## src/rtl/fetch_unit.sv

```systemverilog
// rtl/fetch_unit.sv - single-outstanding instruction fetch stage feeding the IF/ID register
//
// Purpose:
//   Fetches one instruction at a time from instruction memory and holds it
//   for the IF/ID register until it is consumed (stall=0) or discarded by a
//   redirect. At most one memory request is ever outstanding; a request
//   orphaned by a redirect is drained in DROP before the next one is issued.
//
// Ports:
//   clk, rst           clock, asynchronous active-high reset
//   stall              IF/ID is holding; presented instruction not consumed
//   redirect           one-cycle taken branch/jump pulse
//   redirect_pc        redirect target (low two bits ignored)
//   imem_req/addr      one-cycle fetch request and its address
//   imem_ack/rdata     one-cycle response strobe and instruction word
//   PC_out/inst_out    presented PC and instruction (bubble = 32'h0)
//   valid_out          PC_out/inst_out hold a real fetched instruction

module fetch_unit #(
   parameter logic [31:0] RESET_PC = 32'h0000_0000
) (
   input  logic        clk,
   input  logic        rst,
   input  logic        stall,
   input  logic        redirect,
   input  logic [31:0] redirect_pc,
   output logic        imem_req,
   output logic [31:0] imem_addr,
   input  logic        imem_ack,
   input  logic [31:0] imem_rdata,
   output logic [31:0] PC_out,
   output logic [31:0] inst_out,
   output logic        valid_out
);

   typedef enum logic [2:0] {
      S_IDLE  = 3'd0,
      S_ISSUE = 3'd1,
      S_WAIT  = 3'd2,
      S_HOLD  = 3'd3,
      S_DROP  = 3'd4
   } state_t;

   state_t      state_q, state_d;
   logic [31:0] pc_q, pc_d;
   logic [31:0] inst_buf_q, inst_buf_d;
   logic [31:0] redirect_target;

   // Targets are forced word aligned; the dropped low bits are intentionally unused.
   assign redirect_target = {redirect_pc[31:2], 2'b00};

   logic unused_redirect_lsbs;
   assign unused_redirect_lsbs = ^redirect_pc[1:0];

   always_ff @(posedge clk or posedge rst) begin
      if (rst) begin
         state_q    <= S_IDLE;
         pc_q       <= RESET_PC;
         inst_buf_q <= 32'h0;
      end else begin
         state_q    <= state_d;
         pc_q       <= pc_d;
         inst_buf_q <= inst_buf_d;
      end
   end

   always_comb begin
      state_d    = state_q;
      pc_d       = pc_q;
      inst_buf_d = inst_buf_q;

      case (state_q)
         // One dead cycle after reset; a redirect here is ignored and any
         // late ack from a request abandoned by reset is simply not looked at.
         S_IDLE: begin
            state_d = S_ISSUE;
         end

         // A redirect suppresses the request this cycle and retries at the target.
         S_ISSUE: begin
            if (redirect) begin
               pc_d = redirect_target;
            end else begin
               state_d = S_WAIT;
            end
         end

         // Redirect beats ack: if the data arrives alongside the redirect it is
         // dropped here; otherwise the still-outstanding request is drained in DROP.
         S_WAIT: begin
            if (redirect) begin
               pc_d    = redirect_target;
               state_d = imem_ack ? S_ISSUE : S_DROP;
            end else if (imem_ack) begin
               inst_buf_d = imem_rdata;
               state_d    = S_HOLD;
            end
         end

         // Redirect beats stall; the buffered instruction is abandoned.
         S_HOLD: begin
            if (redirect) begin
               pc_d    = redirect_target;
               state_d = S_ISSUE;
            end else if (!stall) begin
               pc_d    = pc_q + 32'd4;
               state_d = S_ISSUE;
            end
         end

         // Waiting for the orphaned response; its data never reaches inst_buf.
         S_DROP: begin
            if (redirect) begin
               pc_d = redirect_target;
            end
            if (imem_ack) begin
               state_d = S_ISSUE;
            end
         end

         default: begin
            state_d = S_IDLE;
         end
      endcase
   end

   assign imem_req  = (state_q == S_ISSUE) && !redirect;
   assign imem_addr = pc_q;
   assign valid_out = (state_q == S_HOLD);
   assign inst_out  = (state_q == S_HOLD) ? inst_buf_q : 32'h0;
   assign PC_out    = pc_q;

endmodule

```

## config.mk

```make
export PLATFORM = sky130hd
export DESIGN_NAME = fetch_unit
export DESIGN_NICKNAME = d
export VERILOG_FILES = /design/src/rtl/fetch_unit.sv
export SDC_FILE = /design/constraint.sdc
export NUM_CORES = 1
export LEC_CHECK = 0
export ABC_AREA = 1
export BUFFER_PORTS_ARGS = -buffer_cell sky130_fd_sc_hd__buf_4
export CELL_PAD_IN_SITES_DETAIL_PLACEMENT = 1
export CELL_PAD_IN_SITES_GLOBAL_PLACEMENT = 2
export CORE_MARGIN = 5
export CORE_UTILIZATION = 22
export CTS_CLUSTER_SIZE = 12
export DETAILED_ROUTE_END_ITERATION = 12
export GPL_TIMING_DRIVEN = 0
export HOLD_SLACK_MARGIN = 0.03
export PLACE_DENSITY = 0.85
export SKIP_LAST_GASP = 1
export SYNTH_ARGS = -nofsm -noshare
export SYNTH_HDL_FRONTEND = slang
export SYNTH_SLANG_ARGS = --single-unit
```

## constraint.sdc

```tcl
create_clock -name clk -period 1.95 [get_ports clk]
set_input_delay 0.195 -clock clk [delete_from_list [all_inputs] [get_ports clk]]
set_output_delay 0.195 -clock clk [all_outputs]
set_load 0.005 [all_outputs]
```

==> summary.md <==
| Metric | Value |
|---|---|
| Crit path capture type | `output port` |
| RSZ-0062 raised after global routing | `true` |
| Placeable Area | `19,300 um^2` |
| Post-route clock period utilization | `93.3%` |
| Initial Util | `22.2%` |
| Number of antenna violations at the first check in global routing | `0` |
| I/O Buffers | `160` |
| Synth unique cells | `27` |
| DR vias/cell | `4.15` |
| Hold Path Cell Cnt | `3` |
| Routability congestion estimate | `0.771` |
| Setup violators final | `0` |
| Top achievable clock speed | `550 MHz` |
| Final WL | `15,400 um` |
| Reg2reg path depth | `7` |
| Crit-path cells | `inv_2, nand2_1, nor2_4, inv_1, clkbuf_4, nor2_1, buf_4` |
| Die X | `150 um` |
| Max IR drop VDD | `0.000455 V` |
| Reg2reg start | `state_q[2]` |
| Status | `complete, no violations` |
| DRT iter0 DRCs | `126` |
| Min-delay src | `imem_rdata[12]` |
| Crit-path slowest cell | `dfrtp_1` |
| Setup ws final | `130 ps` |
| Die Y | `150 um` |
| Syn Area/Cell | `6.36 um^2` |
| Final TNS setup | `0 ps` |
| Power per Cell Area | `1500 nW/um^2` |
| Num ports | `167` |
| CP Max Fanout | `10` |
| Row count | `51` |
| Worst reg2reg setup slack | `170 ps` |
| Mapped Area | `4280 um^2` |
| Ant. Diodes | `0` |
| Ys flop type | `dfrtp_1` |
| Layout cells sized above 1 | `29.0%` |
| Leakage | `3.39 nW` |
| WP data required | `1750 ps` |
| Global route overflow | `0` |
| Yosys warns | `0` |
| Crit path from | `state_q[2]` |
| Largest net degree at the start of global routing | `35` |
| Die ar. | `22,400 um^2` |
| Gr usage total | `14.1%` |
| Post-DP HPWL | `12,100 um` |
| Final Hold Fails | `0` |
| Arrival @ worst endpoint | `1620 ps` |
| Layout Skew | `8.70 ps` |
| Clock Sinks | `65` |
| Minimum clock period after layout | `1820 ps` |
| Asr flop ratio synth | `100%` |
| Fillcell total | `2,481` |
| CTS tree | `built` |
| Seq/Total Area, Yosys | `38.0%` |
| R2r endpoint | `inst_buf_q[0]` |
| CP Launch Type | `flop` |
| First-pass GRT wire length | `24,900 um` |
| Crit Path Class | `flop to output port` |
| Max_cap viols | `0` |
| Syn Inst Count | `673` |
| Via count | `4,656` |
| Hold_ws | `102 ps` |
| Crit-path leading delay family | `buffers and inverters` |
| HP Class | `input pin to flop` |
| Area Overhead vs Synth | `45.2%` |
| Routed WL per cell | `13.7 um` |
| Place WS | `-40.5 ps` |
| Hold EP | `inst_buf_q[12]` |
| TritonRoute pass-1 iters | `4` |
| CP Depth | `7` |
| Vias in the first global route | `4,785` |
| CP max stage delay | `400 ps` |
| H-Tree Depth | `3` |
| Drt drc | `0` |
| CTS Buffer Depth | `2` |
| Post-synth EDFFs | `0` |
| Clk_lat worst skew | `340 ps` |
| Register bit total from synthesis | `65` |
| Fin. max-slew vios | `0` |
| Clk slew on worst S/H paths | `60 ps` |
| Root buffer cell | `clkbuf_16` |
| Number of buffers created by CTS | `9` |
| # nets final | `921` |
| Final ANT Viol Nets | `0` |
| CP Buf/Inv Count | `4` |
[power by group]
group	internal (W)	switching (W)	leakage, nW
clock network	0.00102	0.000639	0.142
logic	0.00245	0.00250	2.50
registers	0.00199	0.000725	0.747
[layout by cell type, fill, tap and decap left out, drive strengths merged]
master / instances
ha: 1
conb: 4
clkbuf: 19
dfrtp: 65
xnor2: 5
dlygate4sd3: 1
clkinvlp: 2
inv: 99
nand3b: 1
nor3: 1
o21ai: 17
xor2: 2
and2: 2
clkinv: 2
or2: 4
o22ai: 1
nand3: 53
buf: 210
nand4: 4
a21oi: 33
nor2: 118
nand2: 211
bufinv: 1
[routing by layer]
| metal | wire length, um | share of wire [%] | vias up | track usage, % |
|---|---|---|---|---|
| met5 | 0 | 0 | - | 0 |
| met4 | 208 | 1.4 | 0 | 4.49 |
| met3 | 1390 | 9.0 | 12 | 4.91 |
| met2 | 7270 | 47 | 126 | 23.9 |
| met1 | 6520 | 42 | 2162 | 16.7 |
| li1 | - | - | 2356 | - |
[synthesized netlist by cell type, types with 3 or more instances]
master      n  area share (%)
buf_2       9             1.1
nand4_1     4            0.58
nand3_1    52             6.1
inv_2       5            0.44
nor2_2      3            0.44
o21ai_0    11             1.3
xnor2_1     5             1.0
o21ai_1     6            0.70
buf_4      36             6.3
a21oi_1    33             3.9
inv_1      94             8.2
nand2_1   210              18
dfrtp_1    65              38
clkbuf_1    9            0.79
nor2_1    115              10
[final cells by class]
| cell class | count | area, um^2 | area share, % |
|---|---|---|---|
| Multi-Input combinational cell | 457 | 1970 | 31.7 |
| Clock buffer | 11 | 243 | 3.90 |
| Inverter | 99 | 374 | 6.02 |
| Buffer | 55 | 370 | 5.96 |
| Timing Repair Buffer | 164 | 1250 | 20.0 |
| Sequential cell | 65 | 1630 | 26.2 |
| Tap cell | 265 | 332 | 5.33 |
| Clock inverter | 5 | 55.1 | 0.885 |
[metrics by stage]
step,utilization (%),cell area [um^2],power (W),cells
2_1_floorplan,-,4290,0.00527,676
3_3_place_gp,30.1,5830,0.00760,1101
3_5_place_dp,30.3,5850,0.00773,1102
4_1_cts,31.9,6170,0.00947,1119
5_1_grt,32.2,6220,0.0103,1121
6_report,32.2,6220,0.00932,1121
[cells by family after synthesis]
logic type	share of synthesized area (%)
adders and majority gates	0.292
other	0.0876
AOI/OAI and AO/OA	5.99
buffers and inverters	17.1
DFF	38.0
and+or+nand+nor	37.1
xor gates and xnor gates	1.43
[what timing repair did]
item	4_1_cts	5_1_grt
pin swaps	0	1
setup buffers	0	2
hold endpoints to repair	33	0
resized for setup	7	15
hold buffers	1	0
setup endpoints to repair	32	46
[worst reg2reg max path, cell delays in order, from the launching register on]
cell and delay, ps:
dfrtp_1 400, inv_2 60, nand2_1 100, nor2_1 270, nand3_2 250, clkbuf_1 290
nor2_1 220, a21oi_1 60
[how the worst max path moves through the flow]
stage / endpoint / slack (ps)
after global routing: inst_out[25] / -30
after floorplan: PC_out[10] / 130
after global placement: PC_out[10] / -1120
final: inst_out[3] / 130
after detailed placement: PC_out[28] / -40
after CTS: PC_out[30] / 10
[sequential cells by signal, indices dropped and copies added, names as in the netlist]
| signal | count |
|---|---|
| inst_buf_q | 32 |
| PC_out | 30 |
| state_q | 3 |
Note: power is estimated with default switching activity, not from simulation.
